**config.mk**
```make
export PLATFORM = sky130hd
export DESIGN_NAME = m68k_uart
export DESIGN_NICKNAME = d
export VERILOG_FILES = /design/src/rtl/m68k_uart.sv
export SDC_FILE = /design/constraint.sdc
export NUM_CORES = 1
export LEC_CHECK = 0
export BUFFER_PORTS_ARGS = -buffer_cell sky130_fd_sc_hd__buf_2
export CAP_MARGIN = 40
export CORE_ASPECT_RATIO = 0.6
export CORE_MARGIN = 3
export CORE_UTILIZATION = 45
export DETAILED_ROUTE_END_ITERATION = 10
export PLACE_DENSITY = 0.65
export REMOVE_ABC_BUFFERS = 1
export SLEW_MARGIN = 20
export SYNTH_ARGS = -nofsm -noshare
export SYNTH_HDL_FRONTEND = slang
export SYNTH_SLANG_ARGS = --single-unit
```
**constraint.sdc**
```tcl
create_clock -name clk12 -period 3.4 [get_ports clk12]
set_input_delay 0.34 -clock clk12 [delete_from_list [all_inputs] [get_ports clk12]]
set_output_delay 0.34 -clock clk12 [all_outputs]
set_load 0.1 [all_outputs]
```
**src/rtl/m68k_uart.sv**
```systemverilog
// m68k_uart: memory-mapped 8N1 UART slave for the 68000 bus glue.
// Four-word register window (DATA, STATUS, two reserved) with a single-byte
// receive holding register and a single transmit shift register.
//
// TX FSM
//   state    | meaning
//   TX_IDLE  | line idle high, ready to accept a byte
//   TX_SHIFT | shifting {stop, data, start} out LSB first
//
// RX FSM
//   state    | meaning
//   RX_IDLE  | waiting for a falling edge on the synchronized line
//   RX_START | waiting half a bit to confirm the start bit
//   RX_DATA  | sampling 8 data bits at bit centres
//   RX_STOP  | sampling the stop bit, then deliver or flag
module m68k_uart #(
    parameter int DIVISOR = 104
) (
    input  logic        clk12,
    input  logic        rst,
    input  logic        sel,
    input  logic        rw,
    input  logic [1:0]  reg_addr,
    input  logic [15:0] wdata,
    output logic [15:0] rdata,
    output logic        ack,
    input  logic        rx,
    output logic        tx
);

    localparam logic [15:0] DIV_LAST  = 16'(DIVISOR - 1);
    localparam logic [15:0] HALF_LAST = 16'(DIVISOR / 2 - 1);

    localparam logic [0:0] TX_IDLE  = 1'b0;
    localparam logic [0:0] TX_SHIFT = 1'b1;

    localparam logic [1:0] RX_IDLE  = 2'd0;
    localparam logic [1:0] RX_START = 2'd1;
    localparam logic [1:0] RX_DATA  = 2'd2;
    localparam logic [1:0] RX_STOP  = 2'd3;

    logic        sel_q;
    logic        acc;
    logic [15:0] rd_mux;

    logic [0:0]  tx_state;
    logic [9:0]  tx_sh;
    logic [3:0]  tx_bit;
    logic [15:0] tx_div;
    logic        tx_busy;
    logic        tx_accept;

    logic        rx_s1, rx_s2, rx_prev;
    logic [1:0]  rx_state;
    logic [15:0] rx_cnt;
    logic [2:0]  rx_bit;
    logic [7:0]  rx_sh;
    logic        stop_tick;

    logic [7:0]  rx_data;
    logic        rx_valid;
    logic        rx_overrun;
    logic        framing_err;
    logic        pop;
    logic        w1c;

    logic        unused_wdata;
    assign unused_wdata = &{1'b0, wdata[15:8]};

    // Side effects fire only on the first cycle sel is seen high.
    assign acc       = sel & ~sel_q;
    assign pop       = acc & rw & (reg_addr == 2'd0);
    assign w1c       = acc & ~rw & (reg_addr == 2'd1);
    assign tx_busy   = (tx_state == TX_SHIFT);
    assign tx_accept = acc & ~rw & (reg_addr == 2'd0) & ~tx_busy;
    assign stop_tick = (rx_state == RX_STOP) && (rx_cnt == DIV_LAST);

    // Read data selection for the addressed register.
    always_comb begin
        rd_mux = 16'h0000;
        case (reg_addr)
            2'd0:    rd_mux = {8'h00, rx_data};
            2'd1:    rd_mux = {12'h000, framing_err, rx_overrun, tx_busy, rx_valid};
            default: rd_mux = 16'h0000;
        endcase
    end

    // Bus handshake: ack follows sel by one cycle, rdata captured once per access.
    always_ff @(posedge clk12 or posedge rst) begin
        if (rst) begin
            sel_q <= 1'b0;
            ack   <= 1'b0;
            rdata <= 16'h0000;
        end else begin
            sel_q <= sel;
            ack   <= sel;
            if (acc)
                rdata <= rw ? rd_mux : 16'h0000;
            else if (!sel)
                rdata <= 16'h0000;
        end
    end

    // Transmit shifter; tx is registered so the start bit follows acceptance by a cycle.
    always_ff @(posedge clk12 or posedge rst) begin
        if (rst) begin
            tx_state <= TX_IDLE;
            tx_sh    <= 10'h3FF;
            tx_bit   <= 4'd0;
            tx_div   <= 16'd0;
            tx       <= 1'b1;
        end else begin
            tx <= (tx_state == TX_SHIFT) ? tx_sh[0] : 1'b1;
            case (tx_state)
                TX_IDLE: begin
                    if (tx_accept) begin
                        tx_sh    <= {1'b1, wdata[7:0], 1'b0};
                        tx_bit   <= 4'd0;
                        tx_div   <= 16'd0;
                        tx_state <= TX_SHIFT;
                    end
                end
                default: begin
                    if (tx_div == DIV_LAST) begin
                        tx_div <= 16'd0;
                        if (tx_bit == 4'd9) begin
                            tx_state <= TX_IDLE;
                        end else begin
                            tx_bit <= tx_bit + 4'd1;
                            tx_sh  <= {1'b1, tx_sh[9:1]};
                        end
                    end else begin
                        tx_div <= tx_div + 16'd1;
                    end
                end
            endcase
        end
    end

    // Two-flop synchronizer plus edge history for start detection.
    always_ff @(posedge clk12 or posedge rst) begin
        if (rst) begin
            rx_s1   <= 1'b1;
            rx_s2   <= 1'b1;
            rx_prev <= 1'b1;
        end else begin
            rx_s1   <= rx;
            rx_s2   <= rx_s1;
            rx_prev <= rx_s2;
        end
    end

    // Receive sequencer: half-bit start check, then centre sampling.
    always_ff @(posedge clk12 or posedge rst) begin
        if (rst) begin
            rx_state <= RX_IDLE;
            rx_cnt   <= 16'd0;
            rx_bit   <= 3'd0;
            rx_sh    <= 8'h00;
        end else begin
            case (rx_state)
                RX_IDLE: begin
                    rx_cnt <= 16'd0;
                    if (rx_prev && !rx_s2)
                        rx_state <= RX_START;
                end
                RX_START: begin
                    if (rx_cnt == HALF_LAST) begin
                        rx_cnt   <= 16'd0;
                        rx_bit   <= 3'd0;
                        rx_state <= rx_s2 ? RX_IDLE : RX_DATA;
                    end else begin
                        rx_cnt <= rx_cnt + 16'd1;
                    end
                end
                RX_DATA: begin
                    if (rx_cnt == DIV_LAST) begin
                        rx_cnt <= 16'd0;
                        rx_sh  <= {rx_s2, rx_sh[7:1]};
                        if (rx_bit == 3'd7)
                            rx_state <= RX_STOP;
                        else
                            rx_bit <= rx_bit + 3'd1;
                    end else begin
                        rx_cnt <= rx_cnt + 16'd1;
                    end
                end
                default: begin
                    if (rx_cnt == DIV_LAST) begin
                        rx_cnt   <= 16'd0;
                        rx_state <= RX_IDLE;
                    end else begin
                        rx_cnt <= rx_cnt + 16'd1;
                    end
                end
            endcase
        end
    end

    // Holding register and flags; a pop in the completion cycle frees the slot,
    // and a flag set beats a same-cycle write-one-to-clear.
    always_ff @(posedge clk12 or posedge rst) begin
        if (rst) begin
            rx_data     <= 8'h00;
            rx_valid    <= 1'b0;
            rx_overrun  <= 1'b0;
            framing_err <= 1'b0;
        end else begin
            if (stop_tick && rx_s2 && (!rx_valid || pop)) begin
                rx_data  <= rx_sh;
                rx_valid <= 1'b1;
            end else if (pop) begin
                rx_valid <= 1'b0;
            end

            if (stop_tick && rx_s2 && rx_valid && !pop)
                rx_overrun <= 1'b1;
            else if (w1c && wdata[2])
                rx_overrun <= 1'b0;

            if (stop_tick && !rx_s2)
                framing_err <= 1'b1;
            else if (w1c && wdata[3])
                framing_err <= 1'b0;
        end
    end

endmodule

```
* Yosys cells after proc, flatten, opt, wreduce, memory -nomap -nowiden *
Index checks and enable logic that the tools add are counted.

storage, ports and cells
  register bits = 92
  latch bits = 0
  memory bits (writable) = 0
  bits in read-only memories = 0
  output and inout port bits = 18
  memories = 0

operators by class
  add/subtract/negate cells = 4
  $mul = 0
  divide/modulo/power cells = 0
  order comparisons = 0
  eq/ne operators = 17
  shift-type cells = 0
  multiplexer cells = 40
  bitwise logic cells = 10
  reductions and logical operators = 25

operators by type and width
  kind                                                               number
  16-bit two-way mux                                                 7
  10-bit two-way mux                                                 4
  16-bit by 1-bit adder with 16-bit output (second input constant)   2
  16-bit by 7-bit == test with 1-bit output (second input constant)  2
  16-bit case mux with 2 select lines                                1
  16-bit by 6-bit == test with 1-bit output (second input constant)  1
  4-bit two-way mux                                                  4
  8-bit case mux with 2 select lines                                 1
  2-bit two-way mux                                                  6
  2-bit inequality test (second input constant)                      6
  1-bit two-way mux                                                  11
  2-bit nonzero test                                                 5
  1-bit logical AND                                                  9
  3-bit two-way mux                                                  3
  8-bit two-way mux                                                  1
  1-bit AND                                                          7
  2-bit case mux with 3 select lines                                 1
  3-bit case mux with 2 select lines                                 1
  5-bit AND reduction                                                1
  4-bit by 1-bit adder with 4-bit output (second input constant)     1
  2-bit by 1-bit == test with 1-bit output (second input constant)   2
  2-bit == test (second input constant)                              2
  4-bit == test (second input constant)                              1
  2-bit zero test                                                    2
  10 further kinds                                                   15

* Logic depth before layout (Yosys ltp) *
Gate-level depths: netlist (run 1).

  depth in word-level cells = 7
  depth in mapped cells = 8

* Worst setup path after synthesis (run 1) *
Ideal clock, no wire load.

  path kind = flip-flop to flip-flop
  start point = reg sel_q
  end point = reg tx_sh[1]
  arrival time = 2.119 ns
  data required time = 3.307 ns
  path slack = 1.188 ns
  stages on the path, launching flop included = 7
  period minus slack after synthesis = 2.212 ns
  cells stage by stage = dfrtp_1 > nor4b_1 > and2_1 > buf_2 > mux2_2 > nor2_1 > a21oi_1

between the ends
  word-level cells in the longest chain between the ends = 7

RTL lines
  item                                  RTL line  source
  from (decl)                           42        logic sel_q;
  from (signal assigned)                95        sel_q <= sel;
  1-bit inverter                        71        assign acc = sel & ~sel_q;
  1-bit AND                             71
  1-bit AND (3 in a row)                75        assign tx_accept = acc & ~rw & (reg_addr == 2'd0) & ~tx_busy;
  2-bit nonzero test (no source line)   -
  3-bit AND reduction (no source line)  -
  to (signal assigned)                  117       tx_sh <= {1'b1, wdata[7:0], 1'b0};
  to (signal assigned)                  130       tx_sh <= {1'b1, tx_sh[9:1]};
  to (decl)                             47        logic [9:0] tx_sh;

No other way between the ends.
A chain may end at the register's enable or synchronous reset.

* Worst setup path in the final report (run 1) *
  start point = reg tx_div[0]
  end point = reg tx_sh[7]

between the ends
  word-level cells in the longest chain between the ends = 3

RTL lines
  item                                                               RTL line  source
  from (decl)                                                        49        logic [15:0] tx_div;
  from (signal assigned)                                             133       tx_div <= tx_div + 16'd1;
  16-bit by 7-bit == test with 1-bit output                          124       if (tx_div == DIV_LAST) begin
  2-bit by 1-bit inequality test with 1-bit output (no source line)  -
  3-bit AND reduction (no source line)                               -

No other way between the ends.

==> out/metrics.cfg, run 1 <==
[timing]
tns_ps=0
max_freq_mhz=430.5
hold_violations=11
worst_slack_ps=1077
min_period_ps=2323
period_share_pct=68.31
drv_slew=0
tightest_slew_ps=791.9
rsz0062_at_grt=no
fin_skew_ps=6.780
setup-violations-final=0
relSlewSlack_pct=47.10
hold_slack_ps=-4.211

[flow_run]
max-cap-violations=0

[drt]
wl_per_cell_um=15.44
vias=3042
ant_nets=0
route.detailed.drc=0
avgViaCountPerCell=5.633
first_pass_iters=4
drtIter0Drc=252
wirelength_um=8339

[logic_synthesis]
synth.mux.area_fraction_pct=9.571
syn_inst=400
synthesis.area_sq_mm=0.004197
synth_edf_count=0
syn_area_per_cell_sq_um=10.49
synthTopCellsByArea=dfrtp_1, dfstp_2, mux2_2
ys_dominant_reg_cell=dfrtp_1
ys_seq_area_share_pct=49.88
ys_warn_count=0
yosysUniqueCellTypes=55
synth_top_family_by_area=simple AND/OR/NAND/NOR gates
synthArstFlopShare_pct=100.0
synth_top_area_share_pct=41.74
yosys.area.top_type=dfrtp_1
synth-xor-area-share_pct=3.131
ys_ff_latch=83
synthAdderAreaFrac_pct=2.087
synth_compound_area_share_pct=9.839
synthSimpleGateAreaFrac_pct=21.02

[floorplan]
num_rows=26
io_pins=41
die_width_um=130.7
die_h_um=80.80
dieArea_sq_mm=0.01056
coreArea_sq_mm=0.008783
start_util_pct=47.78

[power_and_ir_drop]
power.density_mw_per_mm2=607.8
swShare_pct=31.45
p_int_mw=1.965
combPwrFrac_pct=19.7
clkPwrFrac_pct=34.1
leakagePower_nw=2.123
p_sw_uw=901.6
vdd_drop_max_uv=325.7
p_seq_share_pct=46.2

[global_routing]
grt_pass1_vias=2936
grt_first_pass_wirelength_um=14500
antenna_found_initial=0
grt_max_degree=39
grt_overflow_total=0
grt_use_total_pct=17.50

[critical_path]
path_buf_inv=0
worstPathCellList=ha_1 > nor4bb_1 > and4_1 > nor2b_1 > mux2i_1 > a21oi_1
r2r_cells=6
critPathTopFamily=simple AND/OR/NAND/NOR gates
critical_path.startpoint=tx_div[0]
r2r_slack_ps=1080
critical_path_class=flip-flop to flip-flop
arrival_ps=2550
max_stage_delay_ps=660
cp_max_fo=7
start_kind=flip-flop
r2r_end=tx_sh[7]
cp_slowest_cell=nor2b_1
reg2reg_from=tx_div[0]
end_kind=flip-flop
worstPathRequired_ps=3630

[clocking]
ctsResizeCount=0
clk_pin_slew_ps=60
cts-buffers-inserted=9
cts_buffer_depth=2
cts_hold_buf=0
clk_latency_ps=330
htree_levels=3
cts_tree=built
cts_sinks=83
postCtsSetupBuffers=0
root_buffer=clkbuf_16

[place]
dpl.hpwl_um=5768
io_buffer_count=24
place_ws_ps=1100
gp_congestion=0.8840

[status]
violations=negative hold slack
outcome=complete, but fails checks

[layout]
n_fill_cell=771
final_layout_size_suffix_gt1_share_pct=22.20
area_growth_pct=12.37
n_antenna_cell=0
layout.nets=453

[worst_hold_path]
hold_class=input port to asynchronous set/reset pin

==> cell families (layout without fill, tap and decap cells) <==
logic type	count (synthesis)	in the layout
other	1	8
AND/OR/NAND/NOR	153	153
buffers and inverters	39	60
AO/OA/AOI/OAI	65	65
flip-flops	83	83
multiplexers	37	37
adder cells (fa/ha/maj)	7	7
XOR/XNOR	15	15
==> routing by layer <==
layer	global-route usage (%)	part of all wire (%)	wire, um	vias to the layer above
met3	4.993	4.4	371	4
met5	0	0	0	-
li1	-	-	-	1468
met1	26.42	51	4293	1499
met4	4.723	0.37	31	0
met2	24.52	44	3642	71
==> metrics by stage <==
step	power, mW	cells	area, sq um	utilization, %
6_report	2.866	540	4716	53.69
3_5_place_dp	1.902	524	4410	50.21
4_1_cts	2.896	540	4716	53.69
3_3_place_gp	1.878	523	4390	49.99
2_1_floorplan	1.729	382	4091	-
5_1_grt	3.048	540	4716	53.69
==> registers in the layout (all words and copies together), names as in the netlist <==
register and cells:
rx_state 2, rx_prev 1, tx_div 16, rdata 8, rx_sh 8, sel_q 1
framing_err 1, rx_cnt 16, rx_valid 1, rx_data 8, tx_sh 9, rx_s2 1
rx_bit 3, tx 1, tx_bit 4, rx_overrun 1, tx_busy 1, rx_s1 1
==> placed cells by master, fill, tap and decap left out, types with 3 or more instances in the layout <==
cell type	n
nand2_1	31
or3_1	8
dfstp_2	13
and2_1	4
dfrtp_1	70
mux2i_1	12
and3_1	5
clkbuf_16	9
nor2b_1	3
o221ai_1	3
nand2b_1	3
a31oi_1	5
nand4_1	14
o21ai_0	21
ha_1	7
nor4b_1	6
and4_1	6
conb_1	8
a21oi_1	16
buf_4	5
nor2_1	34
a22o_1	5
xor2_1	13
mux2_2	24
inv_1	13
buf_2	24
nand3_1	20
==> power by group through the flow <==
stage | clock, mW | combinational, mW | sequential, mW
floorplan | 0 | 0.402 | 1.33
global placement | 0 | 0.547 | 1.33
detailed placement | 0 | 0.565 | 1.34
CTS | 1.00 | 0.573 | 1.32
global route | 1.05 | 0.643 | 1.35
finish | 0.978 | 0.566 | 1.32
==> layout make-up <==
| cell class | instances | area [sq um] | area share, % |
|---|---|---|---|
| repair buffers | 30 | 177.7 | 3.768 |
| multi-input cells | 285 | 1946 | 41.26 |
| flip-flops and latches | 83 | 2093 | 44.39 |
| clock buffers | 11 | 242.7 | 5.147 |
| well taps | 112 | 140.1 | 2.972 |
| inverters | 14 | 53.80 | 1.141 |
| clock inverters | 5 | 62.56 | 1.327 |
==> synthesized netlist by cell type, types with 8 or more instances <==
library cell and count:
dfstp_2 13, mux2_2 24, nand2_1 31, dfrtp_1 70
buf_4 8, nand4_1 14, clkbuf_1 11, a21oi_1 16
xor2_1 13, or3_1 8, nor2_1 34, inv_1 14
nand3_1 20, mux2i_1 12, o21ai_0 21
==> worst max path at each step <==
stage                        endpoint  slack (ps)  depth (start not counted)
after floorplan           framing_err         940                          1
after global placement    rx_state[0]        1160                          7
after detailed placement     tx_sh[7]        1100                          6
after CTS                    tx_sh[7]        1060                          6
after global routing         tx_sh[4]         820                          6
final                        tx_sh[7]        1080                          6
(Power assumes the default switching activity.)
==> inputs of run 2 (changes only) <==
--- a/config.mk
+++ b/config.mk
@@ -11,7 +11,7 @@
 export CORE_MARGIN = 3
 export CORE_UTILIZATION = 45
 export DETAILED_ROUTE_END_ITERATION = 10
-export PLACE_DENSITY = 0.65
+export PLACE_DENSITY = 0.68
 export REMOVE_ABC_BUFFERS = 1
 export SLEW_MARGIN = 20
 export SYNTH_ARGS = -nofsm -noshare
==> constraint.sdc (replaced) <==
create_clock -name clk12 -period 1.9 [get_ports clk12]
set_input_delay 0.19 -clock clk12 [delete_from_list [all_inputs] [get_ports clk12]]
set_output_delay 0.19 -clock clk12 [all_outputs]
set_load 0.1 [all_outputs]
==> run 2 against run 1 <==
  * The flow finishes with violations (negative setup slack)
  * Wire length up 4.6%
  * Cell count up 8.1%
  * Sequential cell count unchanged
  * Via count up 3.6%
  * Largest power group unchanged
  * Core utilization up 5.4 points
==> out/metrics.cfg, run 2 (same netlist as run 1, synthesis figures left out) <==
[power_and_ir_drop]
combPwrFrac_pct=23.6
p_int_mw=3.915
swShare_pct=29.77
clkPwrFrac_pct=34.7
power.density_mw_per_mm2=1074
p_seq_share_pct=41.6
p_sw_mw=1.660
leakagePower_nw=2.392
vdd_drop_max_uv=648.3

[timing]
min_period_ps=1901
worst_slack_ps=-1.225
drv_slew=0
rsz0062_at_grt=yes
relSlewSlack_pct=59.15
tightest_slew_ps=612.0
tns_ps=-1.225
hold_violations=0
fin_skew_ps=4.943
max_freq_mhz=526.0
setup-violations-final=1
period_share_pct=100.1
hold_slack_ps=118.4

[place]
dpl.hpwl_um=6162
gp_congestion=0.8732
place_ws_ps=4.011
io_buffer_count=24
place_inst=560

[drt]
wl_per_cell_um=14.93
wirelength_um=8722
avgViaCountPerCell=5.397
vias=3152
route.detailed.drc=0
first_pass_iters=4
ant_nets=0
drtIter0Drc=206

[global_routing]
met1_usage_pct=26.44
gr-usage-met2_pct=25.84
grt_overflow_total=0
met3_usage_pct=5.453
grt_max_degree=36
antenna_found_initial=0
busiest_layer=met1
grt_use_total_pct=18.00
grt_first_pass_wirelength_um=14900
grt_pass1_vias=3030

[critical_path]
arrival_ps=2130
path_buf_inv=1
start_kind=flip-flop
worstPathCellList=ha_2 > and4b_2 > nand4_4 > nor3b_4 > buf_6 > mux2_2
critical_path_class=flip-flop to flip-flop
critPathTopFamily=simple AND/OR/NAND/NOR gates
end_kind=flip-flop
max_stage_delay_ps=410
cp_max_fo=5
cp_slowest_cell=dfrtp_1
worstPathRequired_ps=2130

[layout]
layout.nets=497
post-route-util_pct=59.10
area_growth_pct=23.70
reg_top3=rx_cnt: 16 flops, tx_div: 16 flops, tx_sh: 9 flops
layout_common_cells=dfrtp_1, buf_4, nor2_1
n_antenna_cell=0
n_fill_cell=715
layout_commonest_cell=dfrtp_1
final_layout_size_suffix_gt1_share_pct=30.72
final_cell_count_no_fill=584

[floorplan]
io_pins=41
die_h_um=80.80
coreArea_sq_mm=0.008783
dieArea_sq_mm=0.01056
die_width_um=130.7
start_util_pct=47.78
num_rows=26

[clocking]
cts_tree=built
cts-buffers-inserted=9
htree_levels=3
cts_buffer_depth=2
clk_latency_ps=340
root_buffer=clkbuf_16
cts_sinks=83
clk_pin_slew_ps=60

[flow_run]
max-cap-violations=0

[status]
violations=negative setup slack
outcome=complete, but fails checks

[worst_hold_path]
hold_class=input port to flip-flop

run 2: cell count changes in the layout (fill, tap and decap cells not counted), sizes merged:
cell         previous run  this run
clkinvlp                2         1
clkinv                  3         1
clkbuf                 11        14
dlygate4sd3             0         3
buf                    30        71
run 2: power groups by stage:
stage                     clock, mW  sequential (mW)  combinational (mW)
final                          1.94             2.32                1.32
after global routing           2.06             2.36                1.48
after CTS                      2.00             2.30                1.27
after detailed placement          0             2.33                1.26
after global placement            0             2.32                1.22
after floorplan                   0             2.37               0.720
run 2: worst paths after layout:
path                            startpoint         end  slack, ps  cells past startpoint
worst max-delay path             rx_cnt[0]  rx_data[7]         -1                      6
worst min-delay path              wdata[7]    tx_sh[8]        120                      3
worst max register to register   rx_cnt[0]  rx_data[7]         -1                      6
worst min register to register       rx_s1       rx_s2        360                      0
max in group asynchronous              rst       rx_s2        810                      4
min in group asynchronous              rst  tx_div[12]        450                      3
run 2: what timing repair did:
action,in CTS,in global routing
pin swaps,0,5
buffers inserted,0,5
endpoints found under the setup margin,7,61
endpoints found under the hold margin,25,0
gates resized for setup,2,20
hold buffers,3,0
run 2: worst min-delay path: stages:
cell and delay (ps):
buf_2 100, nor2_1 90, a2bb2oi_1 80
run 2: stage by stage:
step / area, sq um / power (mW)
global route: 5191 / 5.899
global placement: 4681 / 3.538
floorplan: 4091 / 3.094
finish: 5191 / 5.575
CTS: 5064 / 5.572
detailed placement: 4681 / 3.590
run 2: area by class of cell:
type,count,area [sq um],share of cell area (%)
sequential,83,2093,40.32
clock buffer,14,307.8,5.929
clock inverter,2,37.54,0.7231
inverter,14,53.80,1.036
multi-input combinational,285,2032,39.14
timing repair buffer,74,526.8,10.15
tap,112,140.1,2.699
run 2: per-layer routing:
layer / vias up / routed length (um)
li1: 1556 / -
met4: 0 / 76
met3: 8 / 288
met1: 1541 / 4611
met2: 47 / 3745
met5: - / 0
